<file path="src/rtl/pipe_reg_pkg.sv">
// Shared helpers for the pipeline register chain: width math and default reset value.
package pipe_reg_pkg;

  localparam int unsigned RESET_VAL_DFLT = 0;

  // Ceiling log2 for elaboration-time width math; clog2(0) = clog2(1) = 0.
  function automatic int unsigned clog2(input int unsigned value);
    int unsigned res;
    res = 0;
    for (int unsigned i = 0; i < 32; i++) begin
      if ((64'(1) << i) < 64'(value)) begin
        res = i + 1;
      end
    end
    return res;
  endfunction

  // Width of a counter that must hold 0..depth inclusive, never narrower than one bit.
  function automatic int unsigned occ_w(input int unsigned depth);
    int unsigned w;
    w = clog2(depth + 1);
    return (w < 1) ? 1 : w;
  endfunction

endpackage

</file>
<file path="src/rtl/pipe_reg_stage.sv">
// One pipeline slot: data + valid register with load, flush and synchronous reset.
// Data only changes when a valid word is loaded, so bubbles never toggle the data bits.
module pipe_reg_stage
  import pipe_reg_pkg::*;
#(
  parameter int unsigned      WIDTH     = 7,
  parameter logic [WIDTH-1:0] RESET_VAL = '0
) (
  input  logic             clk,
  input  logic             reset_n,
  input  logic             flush,
  input  logic             load,
  input  logic             up_valid,
  input  logic [WIDTH-1:0] up_data,
  output logic             stage_vld,
  output logic [WIDTH-1:0] stage_data
);

  logic             vld_q;
  logic             vld_d;
  logic [WIDTH-1:0] data_q;
  logic [WIDTH-1:0] data_d;

  // Next-state: flush empties the slot and freezes data; otherwise load from upstream.
  always_comb begin
    vld_d  = vld_q;
    data_d = data_q;
    if (flush) begin
      vld_d = 1'b0;
    end else if (load) begin
      vld_d = up_valid;
      if (up_valid) begin
        data_d = up_data;
      end
    end
  end

  // Slot registers with synchronous active-low reset.
  always_ff @(posedge clk) begin
    if (!reset_n) begin
      vld_q  <= 1'b0;
      data_q <= RESET_VAL;
    end else begin
      vld_q  <= vld_d;
      data_q <= data_d;
    end
  end

  assign stage_vld  = vld_q;
  assign stage_data = data_q;

endmodule

</file>
<file path="src/rtl/pipe_reg_chain.sv">
// Parametrised pipeline register chain with valid/ready handshake, bubble collapse and flush.
// Optional feature macro: PIPE_REG_OCC_COUNT_EN adds a registered occupancy count output.
module pipe_reg_chain
  import pipe_reg_pkg::*;
#(
  parameter int unsigned      WIDTH     = 7,
  parameter int unsigned      DEPTH     = 3,
  parameter logic [WIDTH-1:0] RESET_VAL = WIDTH'(RESET_VAL_DFLT)
) (
  input  logic                      clk,
  input  logic                      reset_n,
  input  logic                      flush,
  input  logic                      in_valid,
  output logic                      in_ready,
  input  logic [WIDTH-1:0]          in_data,
  output logic                      out_valid,
  input  logic                      out_ready,
  output logic [WIDTH-1:0]          out_data
`ifdef PIPE_REG_OCC_COUNT_EN
  ,
  output logic [occ_w(DEPTH)-1:0]   occupancy
`endif
);

  // Reject degenerate configurations at elaboration.
  if (DEPTH < 1) begin : g_depth_check
    $error("pipe_reg_chain: DEPTH must be at least 1");
  end
  if (WIDTH < 1) begin : g_width_check
    $error("pipe_reg_chain: WIDTH must be at least 1");
  end

  logic [DEPTH-1:0]            vld;
  logic [DEPTH-1:0][WIDTH-1:0] data;
  logic [DEPTH-1:0]            up_vld;
  logic [DEPTH-1:0][WIDTH-1:0] up_data;
  logic [DEPTH-1:0]            rdy_c;
  logic                        rdy_acc;

  // Ready ripples from the output back to the input; any empty slot absorbs a stall.
  always_comb begin
    rdy_c   = '0;
    rdy_acc = out_ready;
    for (int k = int'(DEPTH) - 1; k >= 0; k--) begin
      rdy_acc  = ~vld[k] | rdy_acc;
      rdy_c[k] = rdy_acc;
    end
  end

  // Stage k is fed by the producer (k=0) or by stage k-1.
  for (genvar k = 0; k < DEPTH; k++) begin : g_stage
    if (k == 0) begin : g_head
      assign up_vld[k]  = in_valid;
      assign up_data[k] = in_data;
    end else begin : g_body
      assign up_vld[k]  = vld[k-1];
      assign up_data[k] = data[k-1];
    end

    pipe_reg_stage #(
      .WIDTH     (WIDTH),
      .RESET_VAL (RESET_VAL)
    ) u_stage (
      .clk        (clk),
      .reset_n    (reset_n),
      .flush      (flush),
      .load       (rdy_c[k]),
      .up_valid   (up_vld[k]),
      .up_data    (up_data[k]),
      .stage_vld  (vld[k]),
      .stage_data (data[k])
    );
  end

  // Producer side is held off while reset is asserted; flush does not mask ready.
  assign in_ready  = reset_n & rdy_c[0];
  assign out_valid = vld[DEPTH-1];
  assign out_data  = data[DEPTH-1];

`ifdef PIPE_REG_OCC_COUNT_EN
  localparam int unsigned OCC_W = occ_w(DEPTH);

  logic [OCC_W-1:0] occ_q;
  logic [OCC_W-1:0] occ_d;
  logic             in_fire_c;
  logic             out_fire_c;

  // Occupancy tracks the number of set valid bits, updated on the same edge.
  always_comb begin
    in_fire_c  = in_valid & in_ready;
    out_fire_c = out_valid & out_ready;
    occ_d      = occ_q;
    if (flush) begin
      occ_d = '0;
    end else if (in_fire_c && !out_fire_c) begin
      occ_d = occ_q + OCC_W'(1);
    end else if (!in_fire_c && out_fire_c) begin
      occ_d = occ_q - OCC_W'(1);
    end
  end

  // Occupancy register.
  always_ff @(posedge clk) begin
    if (!reset_n) begin
      occ_q <= '0;
    end else begin
      occ_q <= occ_d;
    end
  end

  assign occupancy = occ_q;
`endif

endmodule

</file>
<file path="config.mk">
export PLATFORM = sky130hd
export DESIGN_NAME = pipe_reg_chain
export DESIGN_NICKNAME = d
export VERILOG_FILES = /design/src/rtl/pipe_reg_pkg.sv /design/src/rtl/pipe_reg_stage.sv /design/src/rtl/pipe_reg_chain.sv
export SDC_FILE = /design/constraint.sdc
export NUM_CORES = 1
export LEC_CHECK = 0
export ABC_AREA = 1
export ABC_CLOCK_PERIOD_IN_PS = 1600
export CORE_MARGIN = 10
export CORE_UTILIZATION = 49
export CTS_CLUSTER_DIAMETER = 200
export CTS_CLUSTER_SIZE = 30
export DETAILED_ROUTE_END_ITERATION = 8
export MAX_ROUTING_LAYER = met4
export PLACE_DENSITY = 0.85
export SYNTH_ARGS = -nofsm -noshare
export SYNTH_HDL_FRONTEND = slang
export SYNTH_SLANG_ARGS = --single-unit
</file>
<file path="constraint.sdc">
create_clock -name clk -period 1.6 [get_ports clk]
set_input_delay 0.48 -clock clk [delete_from_list [all_inputs] [get_ports clk]]
set_output_delay 0.48 -clock clk [all_outputs]
set_load 0.005 [all_outputs]
</file>
# Word-level counts from Yosys, hierarchy flattened
# Cells that the tools add are included.
[totals] reg_bits=24 in_bits=12 out_inout_bits=9 wordCells=19
[op_classes] bitwise=9 n_reduce_logical=4
[ops] cell="$reduce_and 3->1" count=3
[ops] cell="$not 1->1" count=5
[ops] cell="$or 1x1->1" count=3
[ops] cell="$reduce_or 2->1" count=1
[ops] cell="$and 1x1->1" count=1

# Longest topological paths before layout
[logic_depth] depth_word=5 depth_mapped=6 depth_no_buf=5

# By module
# Synthesis repeated with hierarchy kept, for this count alone.
[unflattened] cells_unflattened=162 area_unflattened_um2=1109.8
[by_module_without_submodules] module="pipe_reg_stage" instances=3 cells_per_inst=52 area_each_um2=359.1
[by_module_without_submodules] module="pipe_reg_chain" instances=1 cells_per_inst=6 area_each_um2=32.5

# Worst setup path before layout
# Ideal clock, no wire load.
[synth_timing] path_kind="input-to-output" from="in out_ready" to="out in_ready" arrival_ns=0.979 required_ns=1.120 path_slack_ns=0.141 stages=5 n_path_buf=1 cell_sequence="inv_1 > nand4_4 > buf_6 > nand2_1 > inv_1"
[synth_via] elab_chain_len=4
[synth_rtl] item="start: declaration" line="pipe_reg_chain.sv:17" rtl="input logic out_ready,"
[synth_rtl] item="$or 1x1->1 (3 in series)" line="pipe_reg_chain.sv:45" rtl="rdy_acc = ~vld[k] | rdy_acc;"
[synth_rtl] item="$and 1x1->1" line="pipe_reg_chain.sv:76" rtl="assign in_ready = reset_n & rdy_c[0];"
[synth_rtl] item="end: declaration" line="pipe_reg_chain.sv:14" rtl="output logic in_ready,"
# Every way passes these cells.

# Worst setup path after layout
[layout_timing] from="reg g_stage[2].u_stage.vld_q" to="out out_valid"
[layout_lines] item="start: declaration" line="pipe_reg_stage.sv:19" rtl="logic vld_q;"
[layout_lines] item="start signal: assignment" line="pipe_reg_stage.sv:44" rtl="vld_q <= vld_d;"
[layout_lines] item="end: declaration" line="pipe_reg_chain.sv:16" rtl="output logic out_valid,"
# No word-level cell between the ends.

==> key figures <==
Logic synthesis
  • Post-synthesis register bit count: 24
  • Yosys warns: 0
  • Post-synthesis sequential area ratio: 45.71%
  • Synthesized area per cell: 8.023 sq um
  • Post-synth net total: 143
  • Post-synth top area share: 45.71%
  • Largest cells by area after synthesis: dfxtp_1, a21oi_1, nor2_1
  • Synth cell types: 16
  • Synth Instances: 131
  • Synth area leader: dfxtp_1
  • Netlist Area Pre-Place: 1051 sq um

STA
  • Worst slew margin: 87.18%
  • RSZ-0062 raised after global routing: false
  • Pins Over Slew Limit: 0
  • Slew at the pin closest to its max-slew limit: 0.1903 ns
  • FMAX: 646.8 MHz
  • Final period util: 96.63%
  • Fin crit period: 1.546 ns
  • Final TNS setup: 0 ns
  • Hold Fails Final Rpt: 0
  • Final setup fails: 0
  • Worst Skew: 0.0007870 ns

Detailed routing
  • DR vias/cell: 4.882
  • Initial DRT Pass Iterations: 5
  • Initial DRC Count: 39
  • Routed length per instance: 11.93 um
  • Total number of vias: 913
  • DRC viols: 0
  • Final WL: 2.230 mm
  • Detail Route Antenna Nets: 0

Clock network
  • H-tree levels: 1
  • Clk pin slew, worst setup/hold paths: 0.13 ns
  • CTS sink cnt: 24
  • Root Driver: clkbuf_4
  • CTS tree: built
  • Hold buffers post-CTS: 0
  • Max clock buf depth: 2
  • Clock insertion delay at the later pin of the skew report: 0.30 ns
  • CTS buffer count: 3

Worst setup path
  • Worst path slowest cell: dfxtp_2
  • End of the critical path: out_valid
  • CP startpoint kind: flop
  • Worst EP arrival: 1.07 ns
  • Reg-to-Reg End: g_stage[1].u_stage.stage_data[2]
  • Crit path cell chain: buf_4, dlygate4sd2_1
  • Critical Path End Type: output port
  • CP bufs+invs: 2
  • Critical path depth in cells: 2
  • WP data required: 1.12 ns
  • FF-to-FF Start: g_stage[1].u_stage.stage_vld
  • Worst setup startpoint: g_stage[2].u_stage.stage_vld
  • Crit Path Category: reg2out
  • CP max FO: 3
  • CP peak stage delay: 0.35 ns
  • R2r setup slk: 0.45 ns
  • Delay-heaviest family, CP: buffers and inverters
  • Worst Reg-to-Reg Cells: 5

Global routing
  • Total Routing Usage GR: 10.87%
  • First-pass GRT wire length: 3.767 mm
  • Largest net degree at the start of global routing: 23
  • Initial antenna violation count: 0
  • Global route total overflow: 0
  • Vias in the first global route: 938

Layout
  • Final Util: 71.19%
  • Fin nets: 173
  • Share of cells above drive strength 1: 26.25%
  • Final Cell Area: 1425 sq um
  • Area growth, synth to finish: 35.60%
  • Inserted Diodes: 0

Min path
  • WHS Path Cells: 2
  • Hold crit path type: reg2reg

Placed design
  • DP HPWL: 1.624 mm
  • Gpl congestion: 0.7481
  • Number of port buffers: 20
  • Placed cell area: 1335 sq um

Die
  • Row cnt: 16
  • Die H: 66.32 um
  • I/O pins: 21
  • Die W: 66.32 um
  • Core area: 2002 sq um
  • Initial Util: 52.50%
  • Die area: 4398 sq um

Outcome
  • Status: complete, no violations

Flow run
  • Max-cap violations: 0

Power and ir drop
  • Maximum vdd ir drop: 0.8042 mV
  • Power Density: 834.3 nW/um^2
  • Leak Pwr: 0.6578 nW
-- state kept, by name, indices dropped and copies added (netlist names) --
name                        count
g_stage.u_stage.stage_data     21
g_stage.u_stage.stage_vld       3
-- cell type report --
class / instances / area (sq um)
inverter: 13 / 48.80
fill: 157 / 576.8
timing repair buffer: 36 / 364.1
multi-input combinational: 83 / 434.2
sequential: 24 / 491.7
clock buffer: 3 / 22.52
clock inverter: 1 / 30.03
tap: 27 / 33.78
-- worst min-delay path by stage --
stage,slack (ns),endpoint,start
after floorplan,0.45,g_stage[1].u_stage.stage_data[0],g_stage[1].u_stage.stage_data[0]
after global placement,0.46,g_stage[1].u_stage.stage_data[5],g_stage[1].u_stage.stage_data[5]
after detailed placement,0.46,g_stage[1].u_stage.stage_data[1],g_stage[1].u_stage.stage_data[1]
after CTS,0.48,g_stage[2].u_stage.stage_data[1],g_stage[2].u_stage.stage_data[1]
after global routing,0.50,g_stage[2].u_stage.stage_data[0],g_stage[2].u_stage.stage_data[0]
final,0.48,g_stage[2].u_stage.stage_data[1],g_stage[2].u_stage.stage_data[1]
-- cell usage after synthesis (all sizes together) --
| master | n |
|---|---|
| nor2 | 24 |
| clkbuf | 1 |
| nand2 | 12 |
| nand4 | 1 |
| inv | 13 |
| o21ai | 14 |
| dfxtp | 24 |
| nand3 | 8 |
| a21oi | 24 |
| buf | 10 |
-- metal layers --
metal | global-route usage [%] | vias to the layer above | share of wire (%)
li1 | - | 480 | -
met1 | 9.684 | 405 | 44
met2 | 19.86 | 22 | 49
met3 | 4.068 | 6 | 5.7
met4 | 4.974 | 0 | 1.8
met5 | - | - | 0
-- cell usage in the layout (no fill, tap or decap), drive strengths merged --
master,synthesis,layout
dlygate4sd2,0,8
nand2,12,12
a21oi,24,24
dlymetal6s2s,0,2
nand4,1,1
clkbuf,1,3
nand3,8,8
nor2,24,24
dfxtp,24,24
clkdlybuf4s50,0,9
inv,13,13
buf,10,17
o21ai,14,14
bufinv,0,1
-- cell families after synthesis --
group                  count (synthesis)  synth area share [%]
AND/OR/NAND/NOR                       45                 22.98
AO/OA/AOI/OAI                         38                 18.10
flip-flops                            24                 45.71
buffers and inverters                 24                 13.21
-- power by group --
| group | leakage (nW) | switching, mW | internal [mW] |
|---|---|---|---|
| clock | 0.0279 | 0.173 | 0.253 |
| sequential | 0.200 | 0.0116 | 0.620 |
| combinational | 0.430 | 0.0611 | 0.0705 |
-- stage by stage --
stage                     setup slack, ns  hold WS [ns]  power (mW)  instances
after detailed placement          -0.5622        0.4632      0.7737        179
after global routing             0.002501        0.4996       1.238        187
after floorplan                    0.1411        0.4463      0.7131        131
final                             0.05391        0.4774       1.189        187
after global placement            -0.5654        0.4574      0.7672        179
after CTS                         -0.1599        0.4844       1.198        185
-- what timing repair did --
action,4_1_cts,5_1_grt
buffers inserted,2,2
hold endpoints to repair,0,0
pin swaps,0,2
resized for setup,22,4
setup endpoints to repair,9,1
-- tightest hold or removal path, delay by kind of cell, from the launching register on --
family	cells	cell delay (ns)
AO/OA/AOI/OAI	1	0.03
AND/OR/NAND/NOR	1	0.08
flip-flops	1	0.34
Note: power is estimated with default switching activity, not from simulation.
